`src/rtl/exe_muldiv_unit.sv`:
```
// exe_muldiv_unit: iterative shift-add multiply / restoring divide with HI/LO registers and flush abort
module exe_muldiv_unit #(
  parameter int WIDTH = 32
) (
  input  logic             clk,
  input  logic             reset,
  input  logic             op_valid,
  output logic             op_ready,
  input  logic [2:0]       op,
  input  logic [WIDTH-1:0] src1,
  input  logic [WIDTH-1:0] src2,
  input  logic             flush,
  output logic             busy,
  output logic             res_valid,
  output logic [WIDTH-1:0] hi,
  output logic [WIDTH-1:0] lo
);
  localparam int CW = $clog2(WIDTH) + 1;
  typedef enum logic [1:0] {IDLE, MUL, DIV, DONE} state_t;
  state_t             state_q, state_d;
  logic [WIDTH-1:0]   hi_q, hi_d, lo_q, lo_d, opd_q, opd_d, mag1, mag2;
  logic [2*WIDTH-1:0] acc_q, acc_d, step, res;
  logic [CW-1:0]      cnt_q, cnt_d;
  logic               neg_q, neg_d, rneg_q, rneg_d;
  logic [WIDTH:0]     sum, dif;
  logic               s1, s2, accept, last;
  always_comb begin
    accept  = op_valid && state_q == IDLE && !flush;
    s1      = !op[0] && src1[WIDTH-1];
    s2      = !op[0] && src2[WIDTH-1];
    mag1    = s1 ? -src1 : src1;
    mag2    = s2 ? -src2 : src2;
    sum     = {1'b0, acc_q[2*WIDTH-1:WIDTH]} + {1'b0, acc_q[0] ? opd_q : {WIDTH{1'b0}}};
    dif     = acc_q[2*WIDTH-1:WIDTH-1] - {1'b0, opd_q};
    step    = state_q == MUL ? {sum, acc_q[WIDTH-1:1]}
            : dif[WIDTH] ? {acc_q[2*WIDTH-2:0], 1'b0}
            : {dif[WIDTH-1:0], acc_q[WIDTH-2:0], 1'b1};
    res     = state_q == MUL ? (neg_q ? -step : step)
            : {rneg_q ? -step[2*WIDTH-1:WIDTH] : step[2*WIDTH-1:WIDTH],
               neg_q ? -step[WIDTH-1:0] : step[WIDTH-1:0]};
    last    = cnt_q == CW'(WIDTH - 1);
    state_d = state_q;
    hi_d    = hi_q;
    lo_d    = lo_q;
    opd_d   = opd_q;
    acc_d   = acc_q;
    cnt_d   = cnt_q;
    neg_d   = neg_q;
    rneg_d  = rneg_q;
    if (accept) begin
      hi_d = op == 3'b100 ? src1 : hi_q;
      lo_d = op == 3'b101 ? src1 : lo_q;
      if (!op[2]) begin
        state_d = op[1] ? DIV : MUL;
        opd_d   = op[1] ? mag2 : mag1;
        acc_d   = {{WIDTH{1'b0}}, op[1] ? mag1 : mag2};
        cnt_d   = '0;
        neg_d   = (s1 ^ s2) && !(op[1] && src2 == '0);
        rneg_d  = s1;
      end
    end else if (state_q == MUL || state_q == DIV) begin
      acc_d   = step;
      cnt_d   = cnt_q + 1'b1;
      state_d = flush ? IDLE : last ? DONE : state_q;
      if (last && !flush) {hi_d, lo_d} = res;
    end else if (state_q == DONE) begin
      state_d = IDLE;
    end
  end
  always_ff @(posedge clk) begin
    if (reset) begin
      state_q <= IDLE;
      hi_q    <= '0;
      lo_q    <= '0;
      opd_q   <= '0;
      acc_q   <= '0;
      cnt_q   <= '0;
      neg_q   <= 1'b0;
      rneg_q  <= 1'b0;
    end else begin
      state_q <= state_d;
      hi_q    <= hi_d;
      lo_q    <= lo_d;
      opd_q   <= opd_d;
      acc_q   <= acc_d;
      cnt_q   <= cnt_d;
      neg_q   <= neg_d;
      rneg_q  <= rneg_d;
    end
  end
  assign op_ready  = state_q == IDLE;
  assign busy      = state_q == MUL || state_q == DIV;
  assign res_valid = state_q == DONE;
  assign hi        = hi_q;
  assign lo        = lo_q;
endmodule

```
`config.mk`:
```
export PLATFORM = sky130hd
export DESIGN_NAME = exe_muldiv_unit
export DESIGN_NICKNAME = d
export VERILOG_FILES = /design/src/rtl/exe_muldiv_unit.sv
export SDC_FILE = /design/constraint.sdc
export NUM_CORES = 1
export LEC_CHECK = 0
export ABC_CLOCK_PERIOD_IN_PS = 6200
export CAP_MARGIN = 20
export CELL_PAD_IN_SITES_DETAIL_PLACEMENT = 0
export CELL_PAD_IN_SITES_GLOBAL_PLACEMENT = 2
export CORE_MARGIN = 5
export CORE_UTILIZATION = 38
export DETAILED_ROUTE_END_ITERATION = 6
export DONT_BUFFER_PORTS = 1
export GPL_ROUTABILITY_DRIVEN = 0
export PLACE_DENSITY = 0.91
export SLEW_MARGIN = 25
export SYNTH_ARGS = -nofsm -noshare
export SYNTH_HDL_FRONTEND = slang
export SYNTH_SLANG_ARGS = --single-unit
export TNS_END_PERCENT = 100
```
`constraint.sdc`:
```
create_clock -name clk -period 6.2 [get_ports clk]
set_input_delay 0.93 -clock clk [delete_from_list [all_inputs] [get_ports clk]]
set_output_delay 0.93 -clock clk [all_outputs]
set_load 0.005 [all_outputs]
```
# Word-level counts from Yosys, hierarchy flattened

Cells that the tools add are included.

Register bits: 170
Latch bits: 0
Bits in writable memories: 0
Input port bits: 71
Output and inout bits: 67
Memories kept: 0
Memory bits (read-only): 0

Add/sub/neg operators: 8
Shift operators: 0
Divide/modulo/power cells: 0
Bitwise logic cells: 2
Muxes and demuxes: 32
Equality and inequality tests: 10
Reduce and logical (&&, ||, !) cells: 21
$mul: 0
Magnitude comparators: 0

Operators with widths:

| operator            | number |
|---|---|
| $mux 32             | 15 |
| $mux 64             | 7 |
| $neg 32->32         | 4 |
| $neg 64->64         | 1 |
| $add 32x32->33      | 1 |
| $sub 33x32->33      | 1 |
| $logic_not 32->1    | 1 |
| $mux 6              | 3 |
| $mux 2              | 7 |
| $reduce_and 3->1    | 3 |
| $logic_and 1x1->1   | 7 |
| $add 6x1->6 const B | 1 |
| $eq 3x3->1 const B  | 2 |
| $eq 6x5->1 const B  | 1 |
| $eq 2x2->1 const B  | 2 |
| $ne 2x1->1 const B  | 2 |
| $ne 4x2->1 const B  | 1 |
| $reduce_and 2->1    | 2 |
| $reduce_bool 2->1   | 2 |
| $logic_not 1->1     | 3 |
| $reduce_bool 3->1   | 1 |
| $eq 2x1->1 const B  | 1 |
| $logic_not 2->1     | 1 |
| $ne 2x2->1 const B  | 1 |
| 3 further kinds     | 3 |

# Logic depth before layout (Yosys ltp)

Gate-level depths: netlist of run 1.

Word-level depth: 9
Depth in mapped cells: 25
Gate-level depth less buffers: 24

# Least setup slack after synthesis of run 1

OpenSTA, ideal clock, no wires.

Kind: reg-to-reg
Start: register state_q[1]
End: register hi_q[8] (netlist: hi[8])
Required time: 6.109 ns
Data arrival time: 4.939 ns
Setup slack: 1.170 ns
Library setup time: 0.091 ns
Stages on the path, launching flop included: 25
Buffers on the path: 9
Cell sequence: dfxtp_1 > inv_1 > ha_1 > buf_2 > buf_2 > buf_1 > clkbuf_1 > buf_1 > buf_2 > buf_1 > clkbuf_1 > a21oi_1 > ha_1 > o21ai_0 > or2_2 > or2_2 > nor2_1 > nand2_1 > or3_1 > o21bai_1 > clkbuf_1 > o21ai_0 > xnor2_1 > nand2_1 > a311oi_1

Word-level cells in the longest chain between the ends: 8

RTL lines:

| item                                       | RTL line   | RTL |
|---|---|---|
| start: declaration                         | 20         | `state_t state_q, state_d;` |
| start signal: assignment                   | 81         | `state_q <= state_d;` |
| $eq 2x1->1                                 | 35, 38, 61 |  |
| $mux 64                                    | 35         | `step = state_q == MUL ? {sum, acc_q[WIDTH-1:1]}` |
| $neg 64->64 or $neg 32->32 (tied branches) | 38, 39     |  |
| $mux 64 or $mux 32 (tied branches)         | 38, 39     |  |
| $mux 64                                    | 38         | `res = state_q == MUL ? (neg_q ? -step : step)` |
| $mux 32                                    | 65         | `if (last && !flush) {hi_d, lo_d} = res;` |
| $mux 32                                    | 61         | `end else if (state_q == MUL \|\| state_q == DIV) begin` |
| $mux 32                                    | 50         | `if (accept) begin` |
| end signal: assignment                     | 82         | `hi_q <= hi_d;` |
| end: declaration                           | 21         | `logic [WIDTH-1:0] hi_q, hi_d, lo_q, lo_d, opd_q, opd_d, mag1, mag2;` |

Parallel ways exist; a longest one is shown, timed or not. The select of a mux whose other input is x is not followed.
A chain may end at the register's enable or synchronous reset.

# Worst setup path after layout of run 1

Start: register acc_q[31]
End: register hi_q[16] (netlist: hi[16])

Word-level cells in the longest chain between the ends: 9

RTL lines:

| item                                       | RTL line | RTL |
|---|---|---|
| start: declaration                         | 22       | `logic [2*WIDTH-1:0] acc_q, acc_d, step, res;` |
| start signal: assignment                   | 76       | `acc_q <= '0;` |
| start signal: assignment                   | 85       | `acc_q <= acc_d;` |
| $sub 33x32->33                             | 34       | `dif = acc_q[2*WIDTH-1:WIDTH-1] - {1'b0, opd_q};` |
| $mux 64                                    | 36       | `: dif[WIDTH] ? {acc_q[2*WIDTH-2:0], 1'b0}` |
| $mux 64 *                                  | 35       |  |
| $neg 64->64 or $neg 32->32 (tied branches) | 38, 39   |  |
| $mux 64 or $mux 32 (tied branches)         | 38, 39   |  |
| $mux 64 *                                  | 38       |  |
| $mux 32 *                                  | 65       |  |
| $mux 32 *                                  | 61       |  |
| $mux 32 *                                  | 50       |  |

Mark *: on every way between the ends. The rest lies on a longest branch, timed or not. The select of a mux whose other input is x is not followed.

==> results of run 1 <==
-- routing by layer --
layer / up-vias / part of all wire [%] / global-route usage (%)
met1: 8205 / 40 / 35.26
met5: - / 0 / 0
met4: 0 / 5.9 / 13.98
li1: 7950 / - / -
met2: 757 / 46 / 45.40
met3: 186 / 7.6 / 4.504
-- cell type report --
| type | instances | area, um2 | share of cell area (%) |
|---|---|---|---|
| Inverter | 75 | 281.5 | 1.669 |
| Clock inverter | 15 | 147.6 | 0.8751 |
| Timing Repair Buffer | 37 | 302.8 | 1.795 |
| Multi-Input combinational cell | 1845 | 11640 | 68.97 |
| Tap cell | 539 | 674.4 | 3.997 |
| Clock buffer | 17 | 425.4 | 2.521 |
| Sequential cell | 170 | 3403 | 20.17 |
-- logic make-up after synthesis --
family	count (synthesis)	share of synthesized area, %
multiplexers	46	2.927
flip-flops	170	21.41
XOR/XNOR	157	8.649
buffers and inverters	221	5.721
AND/OR/NAND/NOR	829	24.69
adder cells (fa/ha/maj)	75	5.997
AO/OA/AOI/OAI	738	30.61
-- final timing paths --
kind / start / endpoint
worst max register to register: acc_q[31] / hi[16]
worst min register to register: acc_q[31] / acc_q[31]
worst min-delay path: acc_q[31] / acc_q[31]
worst max-delay path: acc_q[31] / hi[16]
-- per-stage QoR --
stage	hold WS, ns	instance area (um2)	setup WS (ns)	util (%)	instances
after global placement	0.4604	16290	0.5381	39.10	2665
final	0.4817	16870	0.4485	40.50	2698
after CTS	0.4730	16870	0.4987	40.49	2698
after detailed placement	0.4623	16300	0.5289	39.12	2666
after global routing	0.4991	16870	0.01870	40.50	2698
after floorplan	0.4482	15900	1.170	-	2236
-- critical path, stage by stage (launching register included) --
cell,delay (ns)
sky130_fd_sc_hd__dfxtp_1,0.33
sky130_fd_sc_hd__inv_1,0.07
sky130_fd_sc_hd__ha_1,0.18
sky130_fd_sc_hd__inv_1,0.06
sky130_fd_sc_hd__fa_1,0.42
sky130_fd_sc_hd__a211oi_1,0.32
sky130_fd_sc_hd__o211ai_1,0.25
sky130_fd_sc_hd__a21oi_1,0.27
sky130_fd_sc_hd__a21oi_2,0.16
sky130_fd_sc_hd__nor3_4,0.23
sky130_fd_sc_hd__buf_4,0.37
sky130_fd_sc_hd__nor2_2,0.05
sky130_fd_sc_hd__buf_4,0.19
sky130_fd_sc_hd__mux2_2,0.28
sky130_fd_sc_hd__o21ai_0,0.46
sky130_fd_sc_hd__ha_1,0.31
sky130_fd_sc_hd__inv_1,0.10
sky130_fd_sc_hd__a2111oi_4,0.41
sky130_fd_sc_hd__nand4_1,0.36
sky130_fd_sc_hd__o21ai_0,0.28
sky130_fd_sc_hd__nand2_1,0.09
sky130_fd_sc_hd__xnor2_1,0.29
sky130_fd_sc_hd__o22ai_1,0.14
-- flip-flops by register name (all words and copies together), names as in the netlist --
name,count
neg_q,1
hi,32
lo,32
opd_q,32
cnt_q,6
rneg_q,1
acc_q,64
state_q,2
-- cells in the final DEF, fill, tap and decap left out, types with 30 or more instances in the layout --
| cell | count |
|---|---|
| sky130_fd_sc_hd__nor2_1 | 263 |
| sky130_fd_sc_hd__nand2_1 | 254 |
| sky130_fd_sc_hd__o21ai_0 | 178 |
| sky130_fd_sc_hd__a21oi_1 | 170 |
| sky130_fd_sc_hd__dfxtp_1 | 170 |
| sky130_fd_sc_hd__o211ai_1 | 94 |
| sky130_fd_sc_hd__xnor2_1 | 91 |
| sky130_fd_sc_hd__inv_1 | 73 |
| sky130_fd_sc_hd__ha_1 | 72 |
| sky130_fd_sc_hd__xor2_1 | 66 |
| sky130_fd_sc_hd__nor3_1 | 58 |
| sky130_fd_sc_hd__and2_1 | 46 |
| sky130_fd_sc_hd__nand3_1 | 44 |
| sky130_fd_sc_hd__mux2i_1 | 42 |
| sky130_fd_sc_hd__buf_4 | 35 |
| sky130_fd_sc_hd__a21o_1 | 34 |
| sky130_fd_sc_hd__a22oi_1 | 30 |
==> flow_summary.html, run 1 <==
<table>
<tr><th>Metric</th><th>Value</th></tr>
<tr><th colspan="2">STA</th></tr>
<tr><td>Setup repair after global routing missed its margin</td><td>no</td></tr>
<tr><td>Transition time at the pin with the least slew margin</td><td>around 1 ns</td></tr>
<tr><td>Worst rel slew slack</td><td>33.30%</td></tr>
<tr><td>Top achievable clock speed</td><td>between 0.15 and 0.2 GHz</td></tr>
<tr><td>Clk_skew</td><td>0.01743 ns</td></tr>
<tr><td>Final Slew Violations</td><td>0</td></tr>
<tr><td>Period Utilization, post-route</td><td>a little over 90%</td></tr>
<tr><td>Number of setup violations in the final report</td><td>0</td></tr>
<tr><td>Final Critical Period</td><td>around 5.8 ns</td></tr>
<tr><td>Sum Neg Setup Slack</td><td>0 ns</td></tr>
<tr><td>Total count of hold-check failures in the final report</td><td>0</td></tr>
<tr><th colspan="2">Synthesis</th></tr>
<tr><td>Area share of the leading cell type in the synthesized netlist</td><td>between 20% and 30%</td></tr>
<tr><td>List of most frequent post-synthesis cells</td><td>265 x sky130_fd_sc_hd__nor2_1, 254 x sky130_fd_sc_hd__nand2_1, 179 x sky130_fd_sc_hd__o21ai_0</td></tr>
<tr><td>Library cell with the largest summed area after synthesis</td><td>sky130_fd_sc_hd__dfxtp_1</td></tr>
<tr><td>Count of distinct cell types in the synthesized netlist</td><td>99</td></tr>
<tr><td>Post-synth design cell area</td><td>around 16000 um2</td></tr>
<tr><td>Post-synth EDFFs</td><td>0</td></tr>
<tr><td>#FFs+latches synth</td><td>170</td></tr>
<tr><td>Async set-reset flop share out of synthesis</td><td>0%</td></tr>
<tr><td>Post-synthesis net count</td><td>2382</td></tr>
<tr><td>Portion of the post-synthesis area used by sequential elements</td><td>between 20 and 25%</td></tr>
<tr><td>Average cell area after synthesis</td><td>approximately 7 um2</td></tr>
<tr><td>Cells taking the most area after synthesis</td><td>sky130_fd_sc_hd__dfxtp_1 21%, sky130_fd_sc_hd__nor2_1 6.3%, sky130_fd_sc_hd__nand2_1 6.0%</td></tr>
<tr><td>Cell count after synthesis</td><td>2236</td></tr>
<tr><td>Warnings from Yosys</td><td>0</td></tr>
<tr><td>Cell with the most instances after synthesis</td><td>sky130_fd_sc_hd__nor2_1</td></tr>
<tr><td>Ys flop type</td><td>sky130_fd_sc_hd__dfxtp_1</td></tr>
<tr><th colspan="2">Floorplanning</th></tr>
<tr><td>Die width</td><td>roughly 210 um</td></tr>
<tr><td>Chip height</td><td>214.5 um</td></tr>
<tr><td>Die Outline Area</td><td>~46000 um2</td></tr>
<tr><td>Placeable core region</td><td>41670 um2</td></tr>
<tr><td>Boundary pin count</td><td>~140</td></tr>
<tr><td>Rows</td><td>75</td></tr>
<tr><td>Initial Utilization</td><td>between 30% and 40%</td></tr>
<tr><th colspan="2">Detailed routing</th></tr>
<tr><td>DRT Wirelength</td><td>between 60000 and 70000 um</td></tr>
<tr><td>Detailed router's first-iteration violation count</td><td>roughly 2000</td></tr>
<tr><td>Number of detailed-route iterations in the first pass</td><td>6</td></tr>
<tr><td>DRC</td><td>0</td></tr>
<tr><td>Average via count per standard cell</td><td>approximately 6.3</td></tr>
<tr><td>WL per Instance</td><td>roughly 25 um</td></tr>
<tr><td>Count of nets left with antenna violations after detail routing</td><td>0</td></tr>
<tr><td>Routed vias</td><td>17100</td></tr>
<tr><th colspan="2">Global route</th></tr>
<tr><td>Initial antenna violation count</td><td>2</td></tr>
<tr><td>Maximum number of pins on one net before global-route repair</td><td>131</td></tr>
<tr><td>Tot GR Track Use</td><td>roughly 28%</td></tr>
<tr><td>Vias in the first global route</td><td>between 15000 and 20000</td></tr>
<tr><td>Wire length of the first global-routing pass</td><td>roughly 100000 um</td></tr>
<tr><td>Total global routing overflow</td><td>0</td></tr>
<tr><th colspan="2">Placed design</th></tr>
<tr><td>DP Wirelength</td><td>~50000 um</td></tr>
<tr><td>Buffers added on ports</td><td>0</td></tr>
<tr><th colspan="2">Setup path</th></tr>
<tr><td>Peak fanout along the critical path</td><td>26</td></tr>
<tr><td>Type of destination of the critical path</td><td>flop</td></tr>
<tr><td>Depth of the worst register-to-register path</td><td>22</td></tr>
<tr><td>Required time of the critical path</td><td>between 6 and 7 ns</td></tr>
<tr><td>Worst reg2reg setup slack</td><td>around 0.45 ns</td></tr>
<tr><td>Category of the most critical setup path</td><td>flop to flop</td></tr>
<tr><td>CP arrival</td><td>a little over 6 ns</td></tr>
<tr><td>CP startpoint kind</td><td>flop</td></tr>
<tr><th colspan="2">Worst hold path</th></tr>
<tr><td>Hold WC Path Type</td><td>flop to flop</td></tr>
<tr><td>Worst hold stages</td><td>2</td></tr>
<tr><th colspan="2">Clocking</th></tr>
<tr><td>Clock Sinks</td><td>170</td></tr>
<tr><td>Clock buffers created by TritonCTS</td><td>17</td></tr>
<tr><td>TritonCTS clock tree</td><td>built</td></tr>
<tr><td>CTS Root Buffer Type</td><td>sky130_fd_sc_hd__clkbuf_16</td></tr>
<tr><td>Number of gates resized after cts</td><td>0</td></tr>
<tr><td>CTS H-Tree Depth</td><td>4</td></tr>
<tr><td># Post-CTS Setup Buffers</td><td>0</td></tr>
<tr><td>Source-to-sink clock delay at the later pin of the worst-skew pair</td><td>0.47 ns</td></tr>
<tr><td>Number of buffers on the longest clock path</td><td>2</td></tr>
<tr><td>Worst-path clk slew</td><td>0.07 ns</td></tr>
<tr><td>Cts-stage hold buffer count</td><td>0</td></tr>
<tr><th colspan="2">Layout</th></tr>
<tr><td>Count of nets after finishing</td><td>approximately 2300</td></tr>
<tr><td>Layout cell share with drive strength beyond 1</td><td>under 10%</td></tr>
<tr><td>Area added between synthesis and finish</td><td>6.122%</td></tr>
<tr><td>Antenna cells</td><td>0</td></tr>
<tr><td>Number of filler instances in the final layout</td><td>about 4400</td></tr>
<tr><th colspan="2">Run</th></tr>
<tr><td>Max cap viols</td><td>0</td></tr>
<tr><th colspan="2">Outcome</th></tr>
<tr><td>Outcome</td><td>finished clean</td></tr>
</table>
Power of run 1 is left out: the tool's default activity adds up to more than one toggle a clock period on the data nets, which glitch-free logic cannot reach.
==> run 2, diff against run 1 <==
SLEW_MARGIN = 20   (was 25)
==> flow_summary.html, run 2 (synthesis gave the netlist of run 1 again) <==
<table>
<tr><th>Metric</th><th>Value</th></tr>
<tr><th colspan="2">Worst hold path</th></tr>
<tr><td>Destination of the worst hold path</td><td>acc_q[31]</td></tr>
<tr><td>Hold WC Path Type</td><td>flop to flop</td></tr>
<tr><td>Launch point of the worst hold path</td><td>acc_q[31]</td></tr>
<tr><td>Worst hold stages</td><td>2</td></tr>
<tr><th colspan="2">Placed design</th></tr>
<tr><td>Instance area after placement</td><td>16290 um2</td></tr>
<tr><td>Buffers added on ports</td><td>0</td></tr>
<tr><td>Instance count after placement with tap cells included</td><td>approximately 2700</td></tr>
<tr><td>DP Wirelength</td><td>50850 um</td></tr>
<tr><th colspan="2">Layout</th></tr>
<tr><td>Count of nets after finishing</td><td>approximately 2300</td></tr>
<tr><td>Highest-count cells in the layout ignoring fill and taps</td><td>263 x sky130_fd_sc_hd__nor2_1, 254 x sky130_fd_sc_hd__nand2_1, 178 x sky130_fd_sc_hd__o21ai_0</td></tr>
<tr><td>Leading cell type in the layout, fill and taps excluded</td><td>sky130_fd_sc_hd__nor2_1</td></tr>
<tr><td>Layout cell share with drive strength beyond 1</td><td>5.839%</td></tr>
<tr><td>Finished layout cell area</td><td>around 17000 um2</td></tr>
<tr><td>Antenna cells</td><td>0</td></tr>
<tr><td>Number of filler instances in the final layout</td><td>between 4000 and 5000</td></tr>
<tr><td>Largest register FFs</td><td>64</td></tr>
<tr><td>Most flop-heavy register</td><td>acc_q</td></tr>
<tr><td>Area added between synthesis and finish</td><td>6.162%</td></tr>
<tr><td>Post-route insts no fill</td><td>2697</td></tr>
<tr><th colspan="2">Setup path</th></tr>
<tr><td>Critical register-to-register path endpoint</td><td>hi[16]</td></tr>
<tr><td>Type of destination of the critical path</td><td>flop</td></tr>
<tr><td>Worst path most repeated cell</td><td>sky130_fd_sc_hd__inv_1</td></tr>
<tr><td>Required time of the critical path</td><td>~6.5 ns</td></tr>
<tr><td>Worst-path cell chain</td><td>inv_1, ha_1, inv_1, fa_1, a211oi_1, o211ai_1, a21oi_1, a21oi_2, nor3_4, buf_4, nor2_2, buf_4, mux2_2, o21ai_0, ha_1, inv_1, a2111oi_4, nand4_1, o21ai_0, nand2_1, xnor2_1, o22ai_1</td></tr>
<tr><td>Worst reg2reg setup slack</td><td>between 0.4 and 0.5 ns</td></tr>
<tr><td>FF-to-FF Start</td><td>acc_q[31]</td></tr>
<tr><td>Category of the most critical setup path</td><td>flop to flop</td></tr>
<tr><td>CP arrival</td><td>about 6.1 ns</td></tr>
<tr><td>Worst path max stage delay</td><td>between 0.4 and 0.5 ns</td></tr>
<tr><td>Peak fanout along the critical path</td><td>26</td></tr>
<tr><td>Worst-path cell with the longest stage delay</td><td>sky130_fd_sc_hd__o21ai_0</td></tr>
<tr><td>Depth of the worst register-to-register path</td><td>22</td></tr>
<tr><td>Buffers &amp; Inverters on Critical Path</td><td>5</td></tr>
<tr><td>CP startpoint kind</td><td>flop</td></tr>
<tr><td>Top cell family by delay on the critical path</td><td>compound AO/OA/AOI/OAI gates</td></tr>
<tr><th colspan="2">STA</th></tr>
<tr><td>Period Utilization, post-route</td><td>92.67%</td></tr>
<tr><td>Top achievable clock speed</td><td>0.1740 GHz</td></tr>
<tr><td>Total count of hold-check failures in the final report</td><td>0</td></tr>
<tr><td>Final Critical Period</td><td>approximately 5.7 ns</td></tr>
<tr><td>Transition time at the pin with the least slew margin</td><td>slightly below 1 ns</td></tr>
<tr><td>Number of setup violations in the final report</td><td>0</td></tr>
<tr><td>Sum Neg Setup Slack</td><td>0 ns</td></tr>
<tr><td>Clk_skew</td><td>between 0.01 and 0.015 ns</td></tr>
<tr><td>Worst rel slew slack</td><td>~34%</td></tr>
<tr><td>Final Slew Violations</td><td>0</td></tr>
<tr><td>Setup repair after global routing missed its margin</td><td>no</td></tr>
<tr><th colspan="2">Detailed routing</th></tr>
<tr><td>Detailed router's first-iteration violation count</td><td>a little under 2000</td></tr>
<tr><td>Routed vias</td><td>17100</td></tr>
<tr><td>WL per Instance</td><td>roughly 25 um</td></tr>
<tr><td>Count of nets left with antenna violations after detail routing</td><td>0</td></tr>
<tr><td>Number of detailed-route iterations in the first pass</td><td>6</td></tr>
<tr><td>DRT Wirelength</td><td>roughly 66000 um</td></tr>
<tr><td>Average via count per standard cell</td><td>6.340</td></tr>
<tr><td>DRC</td><td>0</td></tr>
<tr><th colspan="2">Clocking</th></tr>
<tr><td>Number of buffers on the longest clock path</td><td>2</td></tr>
<tr><td>Number of gates resized after cts</td><td>0</td></tr>
<tr><td># Post-CTS Setup Buffers</td><td>0</td></tr>
<tr><td>Cts-stage hold buffer count</td><td>0</td></tr>
<tr><td>CTS Root Buffer Type</td><td>sky130_fd_sc_hd__clkbuf_16</td></tr>
<tr><td>Worst-path clk slew</td><td>around 0.070 ns</td></tr>
<tr><td>Source-to-sink clock delay at the later pin of the worst-skew pair</td><td>0.47 ns</td></tr>
<tr><td>CTS H-Tree Depth</td><td>4</td></tr>
<tr><td>Clock buffers created by TritonCTS</td><td>17</td></tr>
<tr><td>Clock Sinks</td><td>170</td></tr>
<tr><td>TritonCTS clock tree</td><td>built</td></tr>
<tr><th colspan="2">Global route</th></tr>
<tr><td>Initial antenna violation count</td><td>6</td></tr>
<tr><td>Total global routing overflow</td><td>0</td></tr>
<tr><td>Vias in the first global route</td><td>16020</td></tr>
<tr><td>Wire length of the first global-routing pass</td><td>99880 um</td></tr>
<tr><td>Tot GR Track Use</td><td>27.73%</td></tr>
<tr><td>Maximum number of pins on one net before global-route repair</td><td>between 100 and 150</td></tr>
<tr><th colspan="2">Run</th></tr>
<tr><td>Max cap viols</td><td>0</td></tr>
<tr><th colspan="2">Floorplanning</th></tr>
<tr><td>Boundary pin count</td><td>~140</td></tr>
<tr><td>Chip height</td><td>roughly 210 um</td></tr>
<tr><td>Die Outline Area</td><td>between 40000 and 50000 um2</td></tr>
<tr><td>Initial Utilization</td><td>about two fifths</td></tr>
<tr><td>Die width</td><td>between 200 and 250 um</td></tr>
<tr><td>Placeable core region</td><td>41670 um2</td></tr>
<tr><td>Rows</td><td>75</td></tr>
<tr><th colspan="2">Outcome</th></tr>
<tr><td>Outcome</td><td>finished clean</td></tr>
</table>
-- run 2: metal layers --
layer	routed length, um	up-vias	share of wire, %	GRT usage (%)
met4	3718	2	5.6	13.61
li1	-	7949	-	-
met2	30820	784	46	45.78
met5	13	-	0.020	0
met3	5044	164	7.6	5.125
met1	26710	8201	40	34.87
-- run 2: worst max-delay path by stage --
stage          startpoint      to  slack, ns  cells after the start
2_1_floorplan  state_q[1]   hi[8]       1.17                     24
3_3_place_gp    acc_q[31]  hi[18]       0.54                     22
3_5_place_dp    acc_q[31]  hi[18]       0.52                     22
4_1_cts         acc_q[31]  hi[18]       0.48                     22
5_1_grt         acc_q[31]  hi[18]       0.08                     22
6_report        acc_q[31]  hi[16]       0.45                     22
-- run 2: cell type report --
type	count	area (um2)	share of cell area [%]
clock buffer	18	429.2	2.543
sequential	170	3403	20.16
tap	539	674.4	3.996
clock inverter	14	153.9	0.9118
timing repair buffer	36	295.3	1.749
inverter	75	281.5	1.668
multi-input combinational	1845	11640	68.97
-- run 2: worst min-delay path, delay by kind of cell, from the launching register on --
kind               cells  cell delay (ns)
AOI/OAI and AO/OA      1             0.05
and+or+nand+nor        1             0.06
DFF                    1             0.33
-- run 2: per-stage QoR --
stage | worst slack, ns | hold WS [ns] | utilization [%]
floorplan | 1.170 | 0.4482 | -
global placement | 0.5381 | 0.4604 | 39.10
detailed placement | 0.5167 | 0.4624 | 39.10
CTS | 0.4813 | 0.4731 | 40.50
global route | 0.08448 | 0.5061 | 40.51
finish | 0.4542 | 0.4786 | 40.51
Power of run 2 is left out for the same reason.
